--- config.mk ---
export PLATFORM = sky130hd
export DESIGN_NAME = param_load_counter
export DESIGN_NICKNAME = d
export VERILOG_FILES = /design/src/rtl/param_load_counter.sv
export SDC_FILE = /design/constraint.sdc
export NUM_CORES = 1
export LEC_CHECK = 0
export CAP_MARGIN = 40
export CORE_MARGIN = 2
export CORE_UTILIZATION = 35
export CTS_CLUSTER_SIZE = 10
export DETAILED_ROUTE_END_ITERATION = 12
export GPL_TIMING_DRIVEN = 1
export PLACE_DENSITY = 0.62
export SETUP_SLACK_MARGIN = 0.2
export SLEW_MARGIN = 20
export SYNTH_ARGS = -nofsm -noshare
export SYNTH_HDL_FRONTEND = slang
export SYNTH_SLANG_ARGS = --single-unit
--- constraint.sdc ---
create_clock -name clk -period 2.69 [get_ports clk]
set_input_delay 0.6725 -clock clk [delete_from_list [all_inputs] [get_ports clk]]
set_output_delay 0.6725 -clock clk [all_outputs]
set_load 0.01 [all_outputs]
--- src/rtl/param_load_counter.sv ---
// Parametrised up/down counter with parallel load, preset, wrap/auto-reload/one-shot
// modes and a registered terminal pulse. Optional prescaler enabled by PLC_PRESCALE_EN.
module param_load_counter #(
    parameter int WIDTH    = 8,
    parameter int PRESCALE = 4
) (
    input  logic             clk,
    input  logic             clr_n,
    input  logic [WIDTH-1:0] in,
    input  logic             load,
    input  logic             cten,
    input  logic             up,
    input  logic             prs,
    input  logic [1:0]       mode,
    output logic [WIDTH-1:0] out,
    output logic             tc,
    output logic             tc_pulse,
    output logic             done
);

    typedef enum logic [0:0] {
        ST_RUN  = 1'b0,
        ST_DONE = 1'b1
    } state_t;

    localparam logic [WIDTH-1:0] ALL_ONES = {WIDTH{1'b1}};
    localparam logic [WIDTH-1:0] ALL_ZERO = {WIDTH{1'b0}};
    localparam logic [WIDTH-1:0] ONE      = {{(WIDTH-1){1'b0}}, 1'b1};

    if (WIDTH < 2 || PRESCALE < 1) begin : g_param_check
        $error("param_load_counter: WIDTH must be >= 2 and PRESCALE >= 1");
    end

    state_t           r_state;
    state_t           w_state_nxt;
    logic [WIDTH-1:0] r_out;
    logic [WIDTH-1:0] w_out_nxt;
    logic [WIDTH-1:0] r_reload;
    logic [WIDTH-1:0] w_reload_nxt;
    logic             r_tc_pulse;
    logic             w_pulse_nxt;
    logic [WIDTH-1:0] w_term_val;
    logic [WIDTH-1:0] w_stepped;
    logic             w_at_t;
    logic             w_run;
    logic             w_tick;
    logic             w_step;

`ifdef PLC_PRESCALE_EN
    localparam int            PW      = (PRESCALE > 1) ? $clog2(PRESCALE) : 1;
    localparam logic [PW-1:0] PS_LAST = PW'(PRESCALE - 1);
    localparam logic [PW-1:0] PS_ONE  = {{(PW-1){1'b0}}, 1'b1};

    logic [PW-1:0] r_pcnt;
    logic [PW-1:0] w_pcnt_nxt;

    assign w_tick = (r_pcnt == PS_LAST);

    // Prescale count: cleared by preset/load, advances only while enabled and running.
    always_comb begin
        w_pcnt_nxt = r_pcnt;
        if (prs || load) begin
            w_pcnt_nxt = {PW{1'b0}};
        end else if (cten && w_run) begin
            w_pcnt_nxt = w_tick ? {PW{1'b0}} : (r_pcnt + PS_ONE);
        end else begin
            w_pcnt_nxt = r_pcnt;
        end
    end

    // Prescale count register.
    always_ff @(posedge clk or negedge clr_n) begin
        if (!clr_n) begin
            r_pcnt <= {PW{1'b0}};
        end else begin
            r_pcnt <= w_pcnt_nxt;
        end
    end
`else
    assign w_tick = 1'b1;
`endif

    assign w_run      = (r_state == ST_RUN);
    assign w_term_val = up ? ALL_ONES : ALL_ZERO;
    assign w_at_t     = (r_out == w_term_val);
    assign w_stepped  = up ? (r_out + ONE) : (r_out - ONE);
    assign w_step     = cten & w_run & w_tick;

    // Next-state, next-count and terminal pulse; preset beats load beats count.
    always_comb begin
        w_state_nxt  = r_state;
        w_out_nxt    = r_out;
        w_reload_nxt = r_reload;
        w_pulse_nxt  = 1'b0;
        if (prs) begin
            w_out_nxt   = ALL_ONES;
            w_state_nxt = ST_RUN;
        end else if (load) begin
            w_out_nxt    = in;
            w_reload_nxt = in;
            w_state_nxt  = ST_RUN;
        end else begin
            case (r_state)
                ST_RUN: begin
                    if (w_step && w_at_t) begin
                        w_pulse_nxt = 1'b1;
                        case (mode)
                            2'b01:   w_out_nxt   = r_reload;
                            2'b10:   w_state_nxt = ST_DONE;
                            default: w_out_nxt   = w_stepped;
                        endcase
                    end else if (w_step) begin
                        w_out_nxt = w_stepped;
                    end else begin
                        w_out_nxt = r_out;
                    end
                end
                ST_DONE: w_state_nxt = ST_DONE;
                default: w_state_nxt = ST_RUN;
            endcase
        end
    end

    // State, counter, reload value and pulse registers.
    always_ff @(posedge clk or negedge clr_n) begin
        if (!clr_n) begin
            r_state    <= ST_RUN;
            r_out      <= ALL_ZERO;
            r_reload   <= ALL_ZERO;
            r_tc_pulse <= 1'b0;
        end else begin
            r_state    <= w_state_nxt;
            r_out      <= w_out_nxt;
            r_reload   <= w_reload_nxt;
            r_tc_pulse <= w_pulse_nxt;
        end
    end

    assign out      = r_out;
    assign tc_pulse = r_tc_pulse;
    assign done     = (r_state == ST_DONE);
    assign tc       = cten & w_at_t & w_run & w_tick;

endmodule
; ---- Word-level counts from Yosys, hierarchy flattened
; Index checks and enable logic that the tools add are counted.
[word_totals]
inputBits = 16
reg_bits = 18
[op_classes]
reduce_logical = 4
mux = 17
eq_ne = 5
bitwise = 5
addsub = 2
[op_table]
columns = op, n
row1 = $mux 8, 7
row2 = $pmux 8 s2, 1
row3 = $add 8x1->8 const B, 1
row4 = $eq 8x8->1, 1
row5 = $mux 1, 8
row6 = $sub 8x1->8 const B, 1
row7 = $ne 4x4->1 const B, 1
row8 = $reduce_bool 4->1, 1
row9 = $and 1x1->1, 3
row10 = $ne 3x3->1 const B, 1
row11 = $reduce_and 3->1, 1
row12 = $eq 2x1->1 const B, 1
row13 = $eq 2x2->1 const B, 1
row14 = $not 1->1, 2
row15 = $pmux 1 s2, 1
row16 = $reduce_and 2->1, 1
row17 = $logic_and 1x1->1, 1

; ---- Logic depth before layout (Yosys ltp)
; Gate-level depths: netlist of the first run.
[logic_depth]
ltp_word = 7
mapped_depth = 7
ltp_nobuf = 7

; ---- Least setup slack after synthesis of the first run
; No wires, ideal clock.
[synth_path]
path_type = input -> output
start = input up
end = output tc
setup_slack_ps = 124
stages = 5
path_buffers = 0
t_required_ps = 2017
arrival_time_ps = 1894
cell_sequence = inv_1 > ha_1 > nand4_1 > a211o_2 > nor2_1
[synth_between]
elab_chain_len = 4
[synth_rtl]
columns = item, line_no
row1 = from (decl), 12  ; input logic up,
row2 = $mux 8, 84  ; assign w_term_val = up ? ALL_ONES : ALL_ZERO;
row3 = $eq 8x8->1, 85  ; assign w_at_t = (r_out == w_term_val);
row4 = $and 1x1->1 (2 in a row), 142  ; assign tc = cten & w_at_t & w_run & w_tick;
row5 = to (decl), 16  ; output logic tc,
; Every way passes these cells.

; ---- Final worst setup path of the first run
; Same ends and word-level chain as after synthesis.

==> results.yml, run 1 <==
global_route:
  grt_max_degree: 19
  antenna_found_initial: 0
  overflow: 0
  grt_pass1_wl_mm: 6.051
  grt_pass1_vias: 1318
  grt_usage: 0.1789
critical_path:
  startpoint_type: "input pin"
  crit_chain: "buf_6 > buf_6 > or3_4 > a211o_4 > nor2_2 > buf_2"
  reg2reg_slack_ps: 530
  path_max_fanout: 3
  reg2reg_from: "out[4]"
  worst_r2r_path_depth: 9
  end_kind: "primary output"
  critPathMaxStageDelay_ps: 370
  critPathKind: "input pin to primary output"
  arrival_ps: 1800
  required_ps: 2020
  cp_common_cell: "buf_6"
  slowest_stage: "or3_4"
  timing.rr.end: "out[1]"
  cp-startpoint: "up"
  critPathCapture: "tc"
clock_tree:
  cts_sinks: 18
  numCtsBuffers: 3
  hold_buffers: 0
  cts-root-buf: "clkbuf_8"
  clk_latency_ps: 260
  tritoncts: "done"
  h-tree-depth: 1
  ctsLongestPathBuffers: 2
  clk_pin_slew_ps: 70
timing:
  setup_violations: 0
  post-route-period-util: 0.9189
  fin_setup_tns_ps: 0
  fmax_mhz: 404.5
  rsz0062_at_grt: "true"
  slew_viol_final: 0
  tightest_slew_ps: 544.9
  period_needed_ps: 2472
  hold-worst-slack_ps: 486.6
  slew-limit-headroom: 0.6360
  hold_viol_final: 0
  skew_ps: 3.839
routing:
  wirelength_mm: 3.692
  routedWlPerCell_um: 14.59
  drtIter0Drc: 64
  drtAntennaViolNets: 0
  via_per_inst: 5.217
  dr.pass1.iters: 4
  drc: 0
  vias: 1320
synth:
  synthArstFlopShare: 1.000
  synth_nets: 173
  yosys_warnings: 0
  ys_seq_area_frac: 0.3422
  yosysTopAreaCellShare: 0.3422
  avgSynthCellArea_sq_um: 8.775
  ys_ff_latch: 18
  ys.flop_type: "dfrtp_1"
  synth_edf_count: 0
  synth_area_sq_mm: 0.001316
  yosysTopAreaCell: "dfrtp_1"
  synth_most_common_cell: "nand2_1"
  synth_cell_types: 52
  synth_area_leaders: "dfrtp_1 (34%), nand2_1 (8.8%), ha_1 (5.7%), a21oi_1 (3.8%), nor2_1 (2.6%)"
  synthTopCellsByCount: "nand2_1 (31), dfrtp_1 (18), a21oi_1 (10)"
  syn_inst: 150
die:
  io_pins: 27
  start_util: 0.3623
  rows: 22
  die_w_um: 65.33
  die_h_um: 65.33
  core_area_sq_mm: 0.003633
  die-area_sq_mm: 0.004267
power:
  peakVddDrop_mv: 0.2226
  leakage_nw: 0.8379
  power_density_mw_per_mm2: 457.1
  power_mw: 0.8927
placed_design:
  gp_congestion: 0.8268
  hpwl_mm: 2.919
  io_buffers: 26
  placed_area_sq_mm: 0.001818
finish:
  fillerInstances: 355
  stdcell_area_sq_mm: 0.001953
  layout-drive-gt1-share: 0.2488
  antenna_cells: 0
  final_nets: 229
  syn_to_final_growth_pct: 48.38
hold_path:
  hp-class: "register to register"
  worstHoldStart: "r_reload[2]"
status:
  outcome: "complete, no violations"
run:
  drv_cap: 0
## worst max-delay path: cells and delay by family
family / cells / cell delay [ps]
buf+inv: 3 / 350
compound gates: 1 / 330
simple gates: 2 / 450
## routing by layer
layer,global-route usage,routed length (um)
met5,0,0
met4,0.06510,51
met2,0.2934,1759
met3,0.01541,67
met1,0.2460,1812
## report_power, final
group | switching, mW | internal [mW]
sequential | 0.0275 | 0.299
clock | 0.0963 | 0.130
combinational | 0.163 | 0.176
total | 0.287 | 0.606
## cell families after synthesis
logic type / count (synthesis) / share of synthesized area
compound gates: 45 / 0.2538
simple gates: 67 / 0.2567
flops: 18 / 0.3422
fa+ha+maj: 7 / 0.07224
xor+xnor: 4 / 0.02662
buf+inv: 7 / 0.02947
mux: 2 / 0.01901
## how the worst min path moves through the flow
| stage | depth (start not counted) | slack [ps] | end |
|---|---|---|---|
| after floorplan | 0 | 380 | done |
| after global placement | 2 | 470 | r_reload[6] |
| after detailed placement | 2 | 470 | r_reload[6] |
| after CTS | 2 | 490 | r_reload[6] |
| after global routing | 2 | 510 | r_reload[6] |
| final | 2 | 490 | r_reload[2] |
## layout make-up
type / instances / area [sq um] / share of cell area
timing repair buffer: 56 / 485.5 / 0.2486
inverter: 2 / 15.01 / 0.007687
clock buffer: 4 / 55.05 / 0.02819
multi-input combinational: 125 / 887.1 / 0.4542
tap: 48 / 60.06 / 0.03075
sequential: 18 / 450.4 / 0.2306
## sequential cells by signal, indices dropped and copies added, names as in the netlist
register,cells
r_reload,8
tc_pulse,1
out,8
done,1
## what timing repair did
item                                    4_1_cts  5_1_grt
hold endpoints to repair                      0        0
endpoints found under the setup margin        9        3
pin swaps                                     4        2
setup buffers                                 2        0
resized for setup                            11        9
## metrics by stage
step / cells / worst slack, ps / utilization
after detailed placement: 247 / -691.4 / 0.5003
after CTS: 253 / 202.9 / 0.5200
after global routing: 253 / 179.1 / 0.5375
after global placement: 247 / -634.6 / 0.5003
final: 253 / 218.1 / 0.5375
after floorplan: 150 / 154.2 / -
## cells in the final DEF, fill, tap and decap left out, types with 3 or more instances in the layout
master | netlist | routed
nand2b_1 | 3 | 3
o21ai_1 | 3 | 3
a211oi_1 | 4 | 4
nand2_1 | 31 | 31
ha_4 | 0 | 4
nor2b_1 | 3 | 3
a21oi_1 | 10 | 10
dfrtp_1 | 18 | 18
o21ai_0 | 5 | 5
nor2_1 | 9 | 8
clkbuf_8 | 0 | 4
o31ai_1 | 4 | 4
buf_4 | 0 | 29
nand3_1 | 4 | 4
clkdlybuf4s50_1 | 0 | 24
No activity file was read; power rests on OpenSTA's default activity.
==> run 2, diff against run 1 <==
--- a/config.mk
+++ b/config.mk
@@ -7,11 +7,11 @@
 export LEC_CHECK = 0
 export CAP_MARGIN = 40
 export CORE_MARGIN = 2
-export CORE_UTILIZATION = 35
+export CORE_UTILIZATION = 51
 export CTS_CLUSTER_SIZE = 10
 export DETAILED_ROUTE_END_ITERATION = 12
-export GPL_TIMING_DRIVEN = 1
-export PLACE_DENSITY = 0.62
+export HOLD_SLACK_MARGIN = 0.1
+export PLACE_DENSITY = 0.84
 export SETUP_SLACK_MARGIN = 0.2
 export SLEW_MARGIN = 20
 export SYNTH_ARGS = -nofsm -noshare
==> run 2 against run 1 <==
  * Worst setup slack improved by 4.5 ps
  * Power decreased by 6.1%
  * Die area decreased by 30%
==> results.yml, run 2 (synthesis gave the netlist of run 1 again) <==
timing:
  post-route-period-util: 0.9173
  period_needed_ps: 2467
  tightest_slew_ps: 520.3
  hold-worst-slack_ps: 497.7
  fmax_mhz: 405.3
  skew_ps: 1.421
  rsz0062_at_grt: "true"
  slew_viol_final: 0
  hold_viol_final: 0
  setup_violations: 0
  slew-limit-headroom: 0.6524
placed_design:
  io_buffers: 26
  hpwl_mm: 3.065
  gp_congestion: 0.8110
global_route:
  grt_pass1_wl_mm: 6.175
  antenna_found_initial: 0
  grt_max_degree: 19
  grt_pass1_vias: 1363
  overflow: 0
  grt_usage: 0.2923
clock_tree:
  clk_pin_slew_ps: 100
  h-tree-depth: 1
  cts_sinks: 18
  ctsLongestPathBuffers: 2
  hold_buffers: 0
  numCtsBuffers: 3
  clk_latency_ps: 300
  tritoncts: "done"
  cts-root-buf: "clkbuf_4"
critical_path:
  reg2reg_from: "out[1]"
  cp-startpoint: "up"
  reg2reg_slack_ps: 430
  arrival_ps: 1790
  path_max_fanout: 2
  end_kind: "primary output"
  required_ps: 2020
  startpoint_type: "input pin"
  critPathKind: "input pin to primary output"
die:
  core_area_sq_mm: 0.002455
  die-area_sq_mm: 0.003003
  rows: 18
  die_w_um: 54.80
  die_h_um: 54.80
  start_util: 0.5362
  io_pins: 27
power:
  power_density_mw_per_mm2: 443.5
  leakage_nw: 0.8206
  power_mw: 0.8379
  peakVddDrop_mv: 0.3916
routing:
  drtAntennaViolNets: 0
  wirelength_mm: 3.986
  via_per_inst: 5.953
  drtIter0Drc: 50
  routedWlPerCell_um: 17.11
  vias: 1387
  drc: 0
  dr.pass1.iters: 4
finish:
  antenna_cells: 0
  final_cell_mix: "nand2_1 (31), buf_4 (26), clkdlybuf4s50_1 (24)"
  layout-drive-gt1-share: 0.2414
  fillerInstances: 174
  final_nets: 227
  layout_commonest_cell: "nand2_1"
  syn_to_final_growth_pct: 43.54
hold_path:
  hp-class: "register to register"
  worstHoldStart: "r_reload[6]"
status:
  outcome: "complete, no violations"
run:
  drv_cap: 0
run 2: cell count changes in the layout (fill, tap and decap cells not counted), sizes merged:
cell | before | now
buf | 32 | 30
run 2: power breakdown:
part           switching (mW)  internal, mW
Clock                  0.0865        0.0826
Combinational           0.167         0.174
Sequential             0.0289         0.299
Total                   0.282         0.556
run 2: area by class of cell:
class | count | area, sq um | area share
multi-input combinational | 125 | 880.8 | 0.4662
clock buffer | 4 | 36.28 | 0.01921
inverter | 2 | 10.01 | 0.005298
sequential | 18 | 450.4 | 0.2384
tap | 30 | 37.54 | 0.01987
timing repair buffer | 54 | 474.2 | 0.2510
run 2: metrics by stage:
step                instance area [sq um]  std cells  worst slack (ps)  TNS (ps)  utilization
finish                               1889        233             222.6         0       0.7696
global route                         1889        233             181.5         0       0.7696
CTS                                  1859        232             223.9         0       0.7574
detailed placement                   1765        225            -663.8     -2792       0.7192
global placement                     1765        225            -634.2     -2450       0.7192
floorplan                            1319        150             154.2         0            -
run 2: metal layers:
layer,track usage,share of wire,vias to the layer above
li1,-,-,663
met1,0.3638,0.43,655
met5,0,0,-
met3,0.03279,0.043,13
met2,0.4980,0.50,56
met4,0.1417,0.026,0
run 2: worst paths after layout:
kind,to,cells after the start
max in group asynchronous,done,2
min,r_reload[6],2
max reg2reg,out[3],9
max,tc,6
min reg2reg,r_reload[6],2
min in group asynchronous,out[3],2
run 2: worst max-delay path, stage by stage:
cell and delay, ps:
buf_6 100, buf_6 110, or3_4 370, a211o_4 340, nor2_2 80, buf_2 130
run 2: timing repair:
item                       in CTS  in global routing
gates resized for setup        16                  2
hold endpoints to repair        0                  0
pin swaps                       4                  1
setup endpoints to repair       8                  4
setup buffers                   3                  0
==> run 3, diff against run 2 <==
--- a/config.mk
+++ b/config.mk
@@ -5,10 +5,8 @@
 export SDC_FILE = /design/constraint.sdc
 export NUM_CORES = 1
 export LEC_CHECK = 0
-export CAP_MARGIN = 40
-export CORE_MARGIN = 2
+export CAP_MARGIN = 20
 export CORE_UTILIZATION = 51
-export CTS_CLUSTER_SIZE = 10
 export DETAILED_ROUTE_END_ITERATION = 12
 export HOLD_SLACK_MARGIN = 0.1
 export PLACE_DENSITY = 0.84
==> run 3 against run 2 <==
  * Worst setup slack got worse by 22 ps
  * Sequential share of layout area decreased by 0.91 points
  * Routed wire length increased by 11%
  * Final area increased by 4.0%
  * Combinational power increased by 9.1%
==> results.yml, run 3 (synthesis gave the netlist of run 1 again) <==
finish:
  syn_to_final_growth_pct: 49.24
  final_cell_mix: "nand2_1 (31), buf_4 (29), clkdlybuf4s50_1 (24)"
  layout_commonest_cell: "nand2_1"
  stdcell_count: 236
  fillerInstances: 165
  layout-drive-gt1-share: 0.2767
  stdcell_area_sq_mm: 0.001964
  antenna_cells: 0
  utilization: 0.8002
  final_nets: 230
die:
  core_area_sq_mm: 0.002455
  rows: 18
  die-area_sq_mm: 0.002788
  start_util: 0.5362
  die_h_um: 52.80
  die_w_um: 52.80
  io_pins: 27
global_route:
  antenna_found_initial: 0
  grt_max_degree: 19
  grt_pass1_wl_mm: 6.272
  use_met1: 0.3842
  grt_usage: 0.3183
  grtUsageMet3: 0.03768
  top_usage_layer: "met2"
  overflow: 0
  grt_pass1_vias: 1383
  grt_use_met2: 0.5696
timing:
  slew_viol_final: 0
  period_needed_ps: 2490
  fmax_mhz: 401.7
  tightest_slew_ps: 833.0
  hold_viol_final: 0
  slew-limit-headroom: 0.4429
  skew_ps: 4.564
  setup_violations: 0
  rsz0062_at_grt: "true"
  post-route-period-util: 0.9255
routing:
  drtAntennaViolNets: 0
  routedWlPerCell_um: 18.78
  vias: 1448
  via_per_inst: 6.136
  dr.pass1.iters: 4
  wirelength_mm: 4.433
  drtIter0Drc: 60
  drc: 0
placed_design:
  io_buffers: 26
  gp_congestion: 0.8758
  placed_area_sq_mm: 0.001758
  placedCellCount: 224
  hpwl_mm: 3.003
clock_tree:
  cts-root-buf: "clkbuf_4"
  ctsLongestPathBuffers: 2
  clk_latency_ps: 300
  tritoncts: "done"
  h-tree-depth: 1
  cts_sinks: 18
  numCtsBuffers: 3
  clk_pin_slew_ps: 100
power:
  leakage_nw: 0.8398
  peakVddDrop_mv: 0.4366
  power_density_mw_per_mm2: 443.7
  power_mw: 0.8715
run:
  drv_cap: 0
critical_path:
  end_kind: "primary output"
  required_ps: 2020
  arrival_ps: 1820
  path_max_fanout: 3
  startpoint_type: "input pin"
  critPathKind: "input pin to primary output"
hold_path:
  hp-class: "register to register"
status:
  outcome: "complete, no violations"
-- run 3: changes by cell type in the layout (fill, tap and decap cells not counted), sizes merged --
cell / delta
buf: +3
-- run 3: cell type report --
class,count,area [sq um],area share
Clock buffer,4,36.28,0.01847
Timing Repair Buffer,57,500.5,0.2548
Inverter,2,12.51,0.006369
Multi-Input combinational cell,125,927.1,0.4720
Tap cell,30,37.54,0.01911
Sequential cell,18,450.4,0.2293
-- run 3: final timing paths --
| kind | start | endpoint | slack, ps | depth (start not counted) |
|---|---|---|---|---|
| setup reg to reg | out[1] | out[1] | 300 | 10 |
| min in group asynchronous | clr_n | r_reload[2] | 840 | 1 |
| setup / recovery | up | tc | 200 | 6 |
| max in group asynchronous | clr_n | out[7] | 1330 | 1 |
| hold reg to reg | r_reload[6] | r_reload[6] | 490 | 2 |
| hold / removal | r_reload[6] | r_reload[6] | 490 | 2 |
-- run 3: where the power goes --
part	total [mW]	internal, mW	switching, mW
combinational	0.372	0.186	0.186
clock	0.169	0.0826	0.0869
sequential	0.330	0.299	0.0313
total	0.872	0.567	0.304
-- run 3: worst max-delay path: stages --
cell     delay [ps]
buf_8           110
buf_6           110
or3_4           380
a211o_4         340
nor2_2           70
buf_2           130
-- run 3: repair_timing --
action,CTS,global route
hold buffers,0,0
gates resized for setup,16,11
endpoints found under the setup margin,9,8
pin swaps,5,5
setup buffers,6,2
-- run 3: stage by stage --
| stage | worst slack, ps | setup TNS [ps] | hold slack (ps) |
|---|---|---|---|
| after detailed placement | -697.3 | -3127 | 462.9 |
| final | 200.5 | 0 | 493.1 |
| after CTS | 198.7 | 0 | 490.0 |
| after global placement | -643.2 | -2409 | 461.8 |
| after floorplan | 154.2 | 0 | 376.9 |
| after global routing | 165.2 | 0 | 507.2 |
-- run 3: per-layer routing --
metal / share of wire / up-vias / routed length [um]
li1: - / 668 / -
met1: 0.39 / 701 / 1746
met2: 0.52 / 64 / 2321
met3: 0.054 / 15 / 238
met4: 0.029 / 0 / 127
met5: 0 / - / 0
